`src/rtl/ps2_key_decoder.sv`:
```
// ps2_key_decoder: PS/2 keyboard front end for the two-player game.
// Oversamples the raw PS/2 clock/data on clk, synchronises and filters them,
// deframes 11-bit frames, follows E0/F0 prefixes and keeps a held-key bitmap
// per player.
// Optional build macro: PS2_PARITY_CHECK_EN enables odd-parity checking and
// the parity_err pulse; without it the parity bit is captured but ignored.
module ps2_key_decoder #(
  parameter int unsigned SYNC_STAGES    = 2,
  parameter int unsigned FILTER_LEN     = 8,
  parameter int unsigned TIMEOUT_CYCLES = 100000
) (
  input  logic       clk,
  input  logic       rst_n,
  input  logic       ps2_clk,
  input  logic       ps2_data,
  output logic [7:0] scan_code,
  output logic       scan_valid,
  output logic       parity_err,
  output logic       frame_err,
  output logic [4:0] p1_keys,
  output logic [4:0] p2_keys
);

  localparam int unsigned FCNT_W = $clog2(FILTER_LEN + 1);
  localparam int unsigned WD_W   = $clog2(TIMEOUT_CYCLES + 1);

`ifdef PS2_PARITY_CHECK_EN
  localparam bit PARITY_EN = 1'b1;
`else
  localparam bit PARITY_EN = 1'b0;
`endif

  typedef enum logic [1:0] {
    S_IDLE   = 2'd0,
    S_DATA   = 2'd1,
    S_PARITY = 2'd2,
    S_STOP   = 2'd3
  } state_t;

  logic [SYNC_STAGES-1:0] r_clk_sync;
  logic [SYNC_STAGES-1:0] r_data_sync;
  logic                   w_clk_s;
  logic                   w_data_s;
  logic [FCNT_W-1:0]      r_clk_cnt;
  logic [FCNT_W-1:0]      r_data_cnt;
  logic                   r_clk_filt;
  logic                   r_data_filt;
  logic                   r_fall;

  state_t                 r_state;
  state_t                 w_state_nxt;
  logic [7:0]             r_shift;
  logic [2:0]             r_bit_idx;
  logic                   r_parity;
  logic [WD_W-1:0]        r_wd;
  logic                   w_timeout;
  logic                   w_par_ok;
  logic                   w_accept;
  logic                   w_perr;
  logic                   w_ferr;

  logic                   r_ext;
  logic                   r_brk;
  logic [4:0]             w_p1_mask;
  logic [4:0]             w_p2_mask;

  assign w_clk_s  = r_clk_sync[SYNC_STAGES-1];
  assign w_data_s = r_data_sync[SYNC_STAGES-1];

  // Synchronisers for the asynchronous keyboard lines, idle-high after reset
  always_ff @(posedge clk or negedge rst_n) begin
    if (!rst_n) begin
      r_clk_sync  <= '1;
      r_data_sync <= '1;
    end else begin
      r_clk_sync  <= {r_clk_sync[SYNC_STAGES-2:0], ps2_clk};
      r_data_sync <= {r_data_sync[SYNC_STAGES-2:0], ps2_data};
    end
  end

  // Clock-line filter: change only after FILTER_LEN differing samples; strobe on falling edge
  always_ff @(posedge clk or negedge rst_n) begin
    if (!rst_n) begin
      r_clk_filt <= 1'b1;
      r_clk_cnt  <= '0;
      r_fall     <= 1'b0;
    end else begin
      r_fall <= 1'b0;
      if (w_clk_s == r_clk_filt) begin
        r_clk_cnt <= '0;
      end else if (r_clk_cnt == FCNT_W'(FILTER_LEN - 1)) begin
        r_clk_filt <= w_clk_s;
        r_clk_cnt  <= '0;
        r_fall     <= ~w_clk_s;
      end else begin
        r_clk_cnt <= r_clk_cnt + FCNT_W'(1);
      end
    end
  end

  // Data-line filter, same saturating scheme as the clock line
  always_ff @(posedge clk or negedge rst_n) begin
    if (!rst_n) begin
      r_data_filt <= 1'b1;
      r_data_cnt  <= '0;
    end else if (w_data_s == r_data_filt) begin
      r_data_cnt <= '0;
    end else if (r_data_cnt == FCNT_W'(FILTER_LEN - 1)) begin
      r_data_filt <= w_data_s;
      r_data_cnt  <= '0;
    end else begin
      r_data_cnt <= r_data_cnt + FCNT_W'(1);
    end
  end

  // Mid-frame watchdog expiry: r_wd holds cycles elapsed since the last fall
  assign w_timeout = (r_state != S_IDLE) && !r_fall &&
                     (r_wd == WD_W'(TIMEOUT_CYCLES - 1));

  // Odd parity across the eight data bits plus the parity bit
  assign w_par_ok = ^{r_parity, r_shift};

  // Frame FSM state register
  always_ff @(posedge clk or negedge rst_n) begin
    if (!rst_n) begin
      r_state <= S_IDLE;
    end else begin
      r_state <= w_state_nxt;
    end
  end

  // Frame FSM next state: advance only on the filtered falling edge
  always_comb begin
    w_state_nxt = r_state;
    if (w_timeout) begin
      w_state_nxt = S_IDLE;
    end else if (r_fall) begin
      case (r_state)
        S_IDLE:   if (!r_data_filt) w_state_nxt = S_DATA;
        S_DATA:   if (r_bit_idx == 3'd7) w_state_nxt = S_PARITY;
        S_PARITY: w_state_nxt = S_STOP;
        S_STOP:   w_state_nxt = S_IDLE;
        default:  w_state_nxt = S_IDLE;
      endcase
    end
  end

  // Frame FSM outputs: stop-bit verdict and timeout error
  always_comb begin
    w_accept = 1'b0;
    w_perr   = 1'b0;
    w_ferr   = w_timeout;
    if (r_fall && (r_state == S_STOP)) begin
      if (!r_data_filt) begin
        w_ferr = 1'b1;
      end else if (w_par_ok || !PARITY_EN) begin
        w_accept = 1'b1;
      end else begin
        w_perr = 1'b1;
      end
    end
  end

  // Frame datapath: LSB-first shifter, bit index, parity capture, watchdog
  always_ff @(posedge clk or negedge rst_n) begin
    if (!rst_n) begin
      r_shift   <= '0;
      r_bit_idx <= '0;
      r_parity  <= 1'b0;
      r_wd      <= '0;
    end else if (r_fall) begin
      r_wd <= WD_W'(1);
      case (r_state)
        S_IDLE: r_bit_idx <= '0;
        S_DATA: begin
          r_shift   <= {r_data_filt, r_shift[7:1]};
          r_bit_idx <= r_bit_idx + 3'd1;
        end
        S_PARITY: r_parity <= r_data_filt;
        default: ;
      endcase
    end else if ((r_state == S_IDLE) || w_timeout) begin
      r_wd <= '0;
    end else begin
      r_wd <= r_wd + WD_W'(1);
    end
  end

  // Registered frame results, one cycle after the deciding edge
  always_ff @(posedge clk or negedge rst_n) begin
    if (!rst_n) begin
      scan_code  <= '0;
      scan_valid <= 1'b0;
      parity_err <= 1'b0;
      frame_err  <= 1'b0;
    end else begin
      scan_valid <= w_accept;
      parity_err <= w_perr;
      frame_err  <= w_ferr;
      if (w_accept) begin
        scan_code <= r_shift;
      end
    end
  end

  // Key map lookup; keypad codes without the E0 prefix stay unmapped
  always_comb begin
    w_p1_mask = '0;
    w_p2_mask = '0;
    if (r_ext) begin
      case (scan_code)
        8'h75:   w_p1_mask = 5'b00001;
        8'h6B:   w_p1_mask = 5'b00010;
        8'h74:   w_p1_mask = 5'b00100;
        8'h72:   w_p1_mask = 5'b01000;
        default: ;
      endcase
    end else begin
      case (scan_code)
        8'h29:   w_p1_mask = 5'b10000;
        8'h1D:   w_p2_mask = 5'b00001;
        8'h1C:   w_p2_mask = 5'b00010;
        8'h23:   w_p2_mask = 5'b00100;
        8'h1B:   w_p2_mask = 5'b01000;
        8'h0D:   w_p2_mask = 5'b10000;
        default: ;
      endcase
    end
  end

  // Code decoder: prefix flags, press/release and keyboard error recovery
  always_ff @(posedge clk or negedge rst_n) begin
    if (!rst_n) begin
      r_ext   <= 1'b0;
      r_brk   <= 1'b0;
      p1_keys <= '0;
      p2_keys <= '0;
    end else if (scan_valid) begin
      if (scan_code == 8'hE0) begin
        r_ext <= 1'b1;
      end else if (scan_code == 8'hF0) begin
        r_brk <= 1'b1;
      end else if ((scan_code == 8'h00) || (scan_code == 8'hFF)) begin
        r_ext   <= 1'b0;
        r_brk   <= 1'b0;
        p1_keys <= '0;
        p2_keys <= '0;
      end else begin
        r_ext   <= 1'b0;
        r_brk   <= 1'b0;
        p1_keys <= r_brk ? (p1_keys & ~w_p1_mask) : (p1_keys | w_p1_mask);
        p2_keys <= r_brk ? (p2_keys & ~w_p2_mask) : (p2_keys | w_p2_mask);
      end
    end
  end

endmodule

```
`config.mk`:
```
export PLATFORM = sky130hd
export DESIGN_NAME = ps2_key_decoder
export DESIGN_NICKNAME = d
export VERILOG_FILES = /design/src/rtl/ps2_key_decoder.sv
export SDC_FILE = /design/constraint.sdc
export NUM_CORES = 1
export LEC_CHECK = 0
export CAP_MARGIN = 20
export CORE_ASPECT_RATIO = 0.75
export CORE_UTILIZATION = 60
export DETAILED_ROUTE_END_ITERATION = 10
export PLACE_DENSITY = 0.85
export SLEW_MARGIN = 20
export SYNTH_ARGS = -nofsm -noshare
export SYNTH_HDL_FRONTEND = slang
export SYNTH_SLANG_ARGS = --single-unit
```
`constraint.sdc`:
```
create_clock -name clk -period 3.5 [get_ports clk]
set_input_delay 0.525 -clock clk [delete_from_list [all_inputs] [get_ports clk]]
set_output_delay 0.525 -clock clk [all_outputs]
set_load 0.1 [all_outputs]
```
Word level (Yosys, flattened, before mapping)
Cells that the tools add are included.
{"block": "word_totals", "register_bits": 67, "latch_bits": 0, "mem_bits_rw": 0, "mem_bits_ro": 0, "in_bits": 4, "wordCells": 107, "n_memories": 0}
{"block": "op_classes", "add_sub_neg": 4, "multipliers": 0, "div": 0, "magnitude_cmp": 0, "eq_ne": 25, "shift": 0, "muxes": 30, "bitwise_logic": 11, "reduce_logical": 19}
{"op": "5-bit two-way mux", "count": 7}
{"op": "17-bit two-way mux", "count": 2}
{"op": "8-bit by 7-bit equality test with 1-bit output, second input constant", "count": 4}
{"op": "5-bit case mux with 5 select lines", "count": 1}
{"op": "8-bit by 5-bit equality test with 1-bit output, second input constant", "count": 3}
{"op": "8-bit equality test, second input constant", "count": 3}
{"op": "17-bit by 1-bit adder with 17-bit output, second input constant", "count": 1}
{"op": "17-bit equality test, second input constant", "count": 1}
{"op": "8-bit by 6-bit equality test with 1-bit output, second input constant", "count": 2}
{"op": "4-bit two-way mux", "count": 4}
{"op": "4-bit case mux with 4 select lines", "count": 1}
{"op": "2-bit AND reduction", "count": 6}
{"op": "5-bit bitwise AND", "count": 2}
{"op": "5-bit NOT", "count": 2}
{"op": "5-bit OR", "count": 2}
{"op": "1-bit two-way mux", "count": 9}
{"op": "4-bit by 1-bit adder with 4-bit output, second input constant", "count": 2}
{"op": "4-bit by 3-bit equality test with 1-bit output, second input constant", "count": 2}
{"op": "8-bit by 4-bit equality test with 1-bit output, second input constant", "count": 1}
{"op": "8-bit logical NOT", "count": 1}
{"op": "2-bit two-way mux", "count": 4}
{"op": "2-bit case mux with 4 select lines", "count": 1}
{"op": "3-bit inequality test, second input constant", "count": 2}
{"op": "3-bit case mux with 2 select lines", "count": 1}
{"op": "13 further kinds", "count": 25}

Longest topological paths before layout
Gate-level depths: netlist of the first run.
{"block": "logic_depth", "depth_word": 7, "mapped_depth": 8, "ltp_nobuf": 7}

Worst setup path before layout of the first run
Ideal clock, no wire load.
{"block": "synth_timing", "kind": "flip-flop to flip-flop", "from": "register scan_code[2]", "to": "register p2_keys[1]", "setup_time_ns": 0.082, "arrival_time_ns": 2.257, "required_ns": 3.418, "setup_slack_ns": 1.161, "path_stages_with_launch": 8, "n_path_buf": 2, "path_cell_list": "dfrtp_1 -> buf_2 -> nor4_1 -> and2_1 -> or2_1 -> buf_6 -> or3_4 -> o22ai_2"}
{"block": "synth_between", "elab_chain_len": 7, "elab_cells_between_ends": 20, "cone_classes": "8 x eq/ne; 4 x mux; 5 x bitwise; 3 x reduce/logical"}
{"element": "start: declaration", "line": "16", "text": "output logic [7:0] scan_code,"}
{"element": "start signal: assignment", "line": "201", "text": "scan_code <= r_shift;"}
{"element": "8-bit by 4-bit equality test with 1-bit output, or another cell as far along", "line": "219", "text": "case (scan_code)"}
{"element": "5-bit case mux with 5 select lines", "line": "219"}
{"element": "5-bit two-way mux", "line": "210", "text": "if (r_ext) begin"}
{"element": "5-bit NOT", "line": "252", "text": "p2_keys <= r_brk ? (p2_keys & ~w_p2_mask) : (p2_keys | w_p2_mask);"}
{"element": "5-bit bitwise AND", "line": "252"}
{"element": "5-bit two-way mux", "line": "252"}
{"element": "5-bit two-way mux", "line": "243", "text": "end else if ((scan_code == 8'h00) || (scan_code == 8'hFF)) begin"}
{"element": "end signal: assignment", "line": "252"}
{"element": "end: declaration", "line": "21", "text": "output logic [4:0] p2_keys"}
Parallel ways exist; a longest one is shown, timed or not.
A chain may end at the register's enable or synchronous reset.

Worst setup path after layout of the first run
{"block": "layout_timing", "from": "register scan_code[3]", "to": "output port scan_code[3]"}
No word-level cell between the ends.

==> metrics.cfg, run 1 <==
[run_status]
status=finished, violations left
violations=design-rule violations

[synth]
synth_nets=288
synth_xor_xnor_area_share_pct=5.38
yosysWarningCount=0
netlist.area_leader.share_pct=49.3
synth-compound-area-share_pct=7.60
ys_ff_latch=67
synth_top_area_cell=dfrtp_1
syn_area_um2=3100
synthMuxAreaShare_pct=6.87
yosys-top-cells-area=dfrtp_1 (49%), mux2_2 (6.5%), dfstp_2 (5.1%)
ys_seq_area_share_pct=54.4
synth_fa_ha_area_share_pct=3.64
synthTopCellsByCount=dfrtp_1 (61), nor2_1 (35), mux2_2 (18), nand2_1 (12), xnor2_1 (10)
netlist_instances=275
yosysMostFrequentCell=dfrtp_1
syn_area_per_cell_um2=11.3
synth_top_family_by_area=simple AND/OR/NAND/NOR gates
synthFlopType=dfrtp_1
yosys.area_share.simple_pct=18.9
synth_edf_count=0
synth_cell_types=46
async_flop_share_pct=100

[timing]
final_hold_viol_count=0
fin_crit_sh_pct=74.8
tns_ps=0
worst_pin_slew_ps=988
drv_slew=0
fin_crit_ps=2620
max_slew_margin_pct=33.9
clock_skew_ps=7.43
rsz0062_at_grt=no
fmax_mhz=382
setup_viol=0

[critical_path]
cp.arrival_ps=2090
cp_slowest_stage_delay_ps=1200
slowest_stage=clkdlybuf4s50_1
cp.buffers_inverters=1
path_cells=clkdlybuf4s50_1
critPathMaxFanout=11
crit_type=reg2out
critPathTopFamily=buffers and inverters
startpoint_type=flip-flop
cp-startpoint=scan_code[3]
end_kind=output pin
rr_startpoint=r_state[0]
worstPathRequired_ps=2970

[cts]
clock_latency_ps=340
clkTransAtPathRegs_ps=70
htreeDepth=3
cts_setup_buffers=0
cts_hold_buf=0
cts_tree=done
cts_buffers=9
cts_resized=0
clock_sinks=67
clk_path_buf_depth=2
cts_root_buffer=clkbuf_8

[floorplanning]
start_util_pct=62.8
fp.coreArea_um2=4930
top_level_ports=25
die_h_um=64.2
die_w_um=84.9
dieArea_um2=5450
rows=22

[power]
peakVddDrop_mv=0.491
p_leak_nw=1.54
p_total_w=0.00165
p_per_area_nw_per_um2=463

[routing]
drt_wl_total_mm=5.54
drc=2
via_count=2106
ant_nets=0
via_per_inst=5.75
wl_per_cell_um=15.1
drtPass1Iterations=8
drt_iter0_drc=132

[final_layout]
drive_gt1_share_pct=15.7
insertedDiodeCount=0
area_growth_pct=14.8
nets=314

[place]
port_buffers=23
place_congestion=0.895
dpl.hpwl_mm=3.93

[global_routing]
antenna_found_initial=0
first_global_vias=2056
grt_first_pass_wirelength_mm=9.52
grt_overflow=0
grt.total_usage_pct=23.4
grt_start_max_net_pins=43

[worst_hold_path]
hp-class=in2async

[flow_run]
maxCapViolations=0

[metal layers]
layer	vias up	wire length, um	global-route usage (%)
li1	1024	-	-
met1	1035	2820	33.2
met2	43	2420	34.3
met3	4	266	7.88
met4	0	43	7.20
met5	-	0	0
[registers in the layout, indices dropped and copies added, names as in the netlist, 2 cells and up]
register     flops
r_bit_idx        3
r_shift          8
p2_keys          5
r_data_cnt       4
r_state          2
r_wd            17
r_clk_sync       2
r_clk_cnt        4
p1_keys          5
scan_code        8
r_data_sync      2
[final timing paths]
path,slack (ps),endpoint,depth (start not counted)
setup / recovery,880,scan_code[3],1
hold / removal,320,r_wd[14],1
setup reg to reg,1320,r_wd[11],7
hold reg to reg,360,r_clk_sync[1],0
max in group asynchronous,2350,r_clk_sync[1],2
min in group clk,360,r_clk_sync[1],0
[layout make-up]
class / count / area (um2)
Sequential cell: 67 / 1680
Fill cell: 330 / 1370
Multi-Input combinational cell: 189 / 1320
Timing Repair Buffer: 25 / 238
Clock buffer: 11 / 131
Clock inverter: 5 / 77.6
Tap cell: 60 / 75.1
Inverter: 9 / 33.8
[through the flow]
stage                     util (%)  hold slack [ps]  setup WS (ps)  cells  instance area [um2]
after floorplan                  -              229           1160    275                 3100
after global placement        67.9              345           1290    350                 3350
after detailed placement      67.9              347           1270    350                 3350
after CTS                     72.1              349            880    366                 3550
after global routing          72.1              363            823    366                 3550
final                         72.1              318            883    366                 3550
[placed cells by master (no fill, tap or decap), types with 4 or more instances in the layout]
master,Yosys,layout
clkbuf_8,0,9
clkdlybuf4s50_1,0,21
dfrtp_1,61,61
ha_1,9,9
mux2_2,18,18
inv_1,9,9
o21ai_0,7,7
dfstp_2,6,6
a22o_1,8,8
nor3_1,8,8
nor4_1,6,6
nand4_1,9,9
xor2_1,9,9
and3_1,4,4
a21oi_1,6,6
nand3_1,9,9
xnor2_1,10,10
nor2_1,35,35
nand2_1,12,12
nand2b_1,4,4
[where the power goes]
part           internal (W)  switching [W]  leakage (nW)  total [W]
clock network      0.000399       0.000279         0.103   0.000678
logic             0.0000502      0.0000594         0.529   0.000110
registers          0.000824      0.0000364         0.910   0.000860
total               0.00127       0.000375          1.54    0.00165
[cells by family (layout without fill, tap and decap cells)]
kind of cell,count (synthesis),count (layout)
AND/OR/NAND/NOR,108,108
other,1,1
buffers and inverters,19,50
AO/OA/AOI/OAI,33,33
flip-flops,67,67
XOR/XNOR,19,19
adder cells (fa/ha/maj),9,9
multiplexers,19,19
(Power assumes the default switching activity.)
==> inputs of run 2 (changes only) <==
--- a/config.mk
+++ b/config.mk
@@ -7,9 +7,9 @@
 export LEC_CHECK = 0
 export CAP_MARGIN = 20
 export CORE_ASPECT_RATIO = 0.75
-export CORE_UTILIZATION = 60
+export CORE_UTILIZATION = 52
 export DETAILED_ROUTE_END_ITERATION = 10
-export PLACE_DENSITY = 0.85
+export PLACE_DENSITY = 0.78
 export SLEW_MARGIN = 20
 export SYNTH_ARGS = -nofsm -noshare
 export SYNTH_HDL_FRONTEND = slang
==> constraint.sdc (replaced) <==
create_clock -name clk -period 2.3 [get_ports clk]
set_input_delay 0.345 -clock clk [delete_from_list [all_inputs] [get_ports clk]]
set_output_delay 0.345 -clock clk [all_outputs]
set_load 0.1 [all_outputs]
==> run 2 against run 1 <==
The run now ends clean. Critical path type is now reg2reg. Total power rose by 47%. Sequential power rose by 52%. Count of clock-buffer cells in the layout did not move. Flip-flop and latch count did not move. Die area rose by 15%. Hold slack got worse by 280 ps. Critical path depth rose by 7. Critical endpoint is now r_wd[7]. Register-to-register slack got worse by 920 ps. Global-route usage fell by 3.3 points. First-iteration DRC count rose by 80%. Core utilization fell by 8.2 points.
==> metrics.cfg, run 2 (same netlist as run 1, synthesis figures left out) <==
[power]
p_total_w=0.00242  ; was 0.00165 W
p_per_area_nw_per_um2=685  ; was 463 nW/um2
peakVddDrop_mv=0.470  ; was 0.491 mV
p_leak_nw=1.58  ; was 1.54 nW

[timing]
rsz0062_at_grt=no  ; unchanged
worst_pin_slew_ps=678  ; was 988 ps
drv_slew=0  ; unchanged
fin_crit_ps=1900
clock_skew_ps=8.70  ; was 7.43 ps
final_hold_viol_count=0  ; unchanged
tns_ps=0  ; unchanged
setup_viol=0  ; unchanged
max_slew_margin_pct=54.8  ; was 33.9%
fin_crit_sh_pct=82.6
fmax_mhz=527

[run_status]
status=complete, no violations  ; was finished, violations left

[final_layout]
multiInputGateArea_um2=1320  ; unchanged
drive_gt1_share_pct=24.0  ; was 15.7%
insertedDiodeCount=0  ; unchanged
final_common_cell=dfrtp_1  ; unchanged
regMostFlops=r_wd  ; unchanged
fill_cells=432  ; was 330
final_area_um2=3530  ; was 3550 um2
nets=316  ; was 314
reg.largest.list=r_wd x17, r_shift x8, scan_code x8  ; unchanged
largest_reg_flops=17  ; unchanged
area_growth_pct=14.1  ; was 14.8%
seqCellArea_um2=1690  ; was 1680 um2
final_cell_mix=dfrtp_1 (57), nor2_1 (35), buf_4 (24)  ; was dfrtp_1 (61), nor2_1 (35), clkdlybuf4s50_1 (21)

[routing]
drt_iter0_drc=237  ; was 132
ant_nets=0  ; unchanged
via_per_inst=5.49  ; was 5.75
drt_wl_total_mm=5.67  ; was 5.54 mm
drc=0  ; was 2
wl_per_cell_um=14.8  ; was 15.1 um
drtPass1Iterations=4  ; was 8
via_count=2103  ; was 2,106

[critical_path]
crit_top_cell=nor2_1
slowest_stage=dfrtp_1  ; was clkdlybuf4s50_1
cp-startpoint=r_state[1]  ; was scan_code[3]
rr_startpoint=r_state[1]  ; was r_state[0]
cp.buffers_inverters=2  ; was 1
startpoint_type=flip-flop  ; unchanged
end_kind=flip-flop  ; was output pin
path_cells=inv_1 -> ha_1 -> nor2_1 -> nor4b_2 -> nand4_1 -> o21ai_2 -> buf_4 -> nor2_1  ; was clkdlybuf4s50_1
crit_type=reg2reg  ; was reg2out
ff2ff_path_depth=8  ; was 7
critPathCapture=r_wd[7]  ; was scan_code[3]
r2r_slack_ps=400  ; was 1320 ps
critPathMaxFanout=16  ; was 11
cp_slowest_stage_delay_ps=400  ; was 1200 ps
critPathTopFamily=simple AND/OR/NAND/NOR gates  ; was buffers and inverters
reg2reg_to=r_wd[7]  ; was r_wd[11]
path_depth=8  ; was 1
worstPathRequired_ps=2520  ; was 2970 ps
cp.arrival_ps=2120  ; was 2090 ps

[cts]
cts_resized=0  ; unchanged
cts_setup_buffers=0  ; unchanged
htreeDepth=3  ; unchanged
clk_path_buf_depth=2  ; unchanged
cts_hold_buf=0  ; unchanged
clock_sinks=67  ; unchanged
clkTransAtPathRegs_ps=70  ; about the same
cts_tree=done  ; unchanged
cts_buffers=9  ; unchanged
clock_latency_ps=330  ; was 340 ps
cts_root_buffer=clkbuf_8  ; unchanged

[place]
place_congestion=0.895  ; about the same
port_buffers=23  ; unchanged
dpl-instance-area_um2=3340  ; was 3350 um2
dpl.hpwl_mm=4.04  ; was 3.93 mm

[floorplanning]
start_util_pct=56.0  ; was 62.8%
die_w_um=91.1  ; was 84.9 um
dieArea_um2=6270  ; was 5450 um2
rows=23  ; was 22
top_level_ports=25  ; unchanged
fp.coreArea_um2=5530  ; was 4930 um2
die_h_um=68.8  ; was 64.2 um

[worst_hold_path]
hp-class=in2async  ; unchanged

[global_routing]
grt_start_max_net_pins=32  ; was 43
first_global_vias=1923  ; was 2,056
grt_overflow=0  ; unchanged
grt.total_usage_pct=20.1  ; was 23.4%
antenna_found_initial=0  ; unchanged
grt_first_pass_wirelength_mm=9.40  ; was 9.52 mm

[flow_run]
maxCapViolations=0  ; unchanged

-- run 2: stage by stage --
step / setup WS (ps) / hold slack (ps) / util [%] / instances
floorplan: 56.9 / 49.4 / - / 275
global placement: 469 / 347 / 60.4 / 367
detailed placement: 422 / 347 / 60.4 / 367
CTS: 406 / 53.5 / 63.9 / 383
global route: 178 / 76.1 / 63.9 / 383
finish: 401 / 42.7 / 63.9 / 383
-- run 2: how the worst min path moves through the flow --
stage | from | endpoint | slack [ps] | depth (start not counted)
after floorplan | rst_n | frame_err | 50 | 0
after global placement | r_clk_sync[0] | r_clk_sync[1] | 350 | 0
after detailed placement | r_data_sync[0] | r_data_sync[1] | 350 | 0
after CTS | rst_n | scan_code[5] | 50 | 1
after global routing | rst_n | scan_code[5] | 80 | 1
final | rst_n | scan_code[6] | 40 | 1
-- run 2: power breakdown --
part | switching (W) | internal, W
Sequential | 0.0000553 | 0.00125
Combinational | 0.0000891 | 0.0000781
Clock | 0.000418 | 0.000524
Total | 0.000563 | 0.00186
-- run 2: cell type report --
type                       count  share of cell area [%]
tap                           75                    2.66
inverter                       9                   0.957
clock buffer                  11                    4.00
timing repair buffer          27                    5.81
multi-input combinational    189                    37.2
clock inverter                 5                    1.49
sequential                    67                    47.8
-- run 2: layer usage --
metal  track usage [%]  share of wire, %  up-vias
met2              29.3                41       66
met3              7.02               6.3       10
met5                 0                 0        -
met1              28.5                51      999
met4              6.35               1.4        0
li1                  -                 -     1028
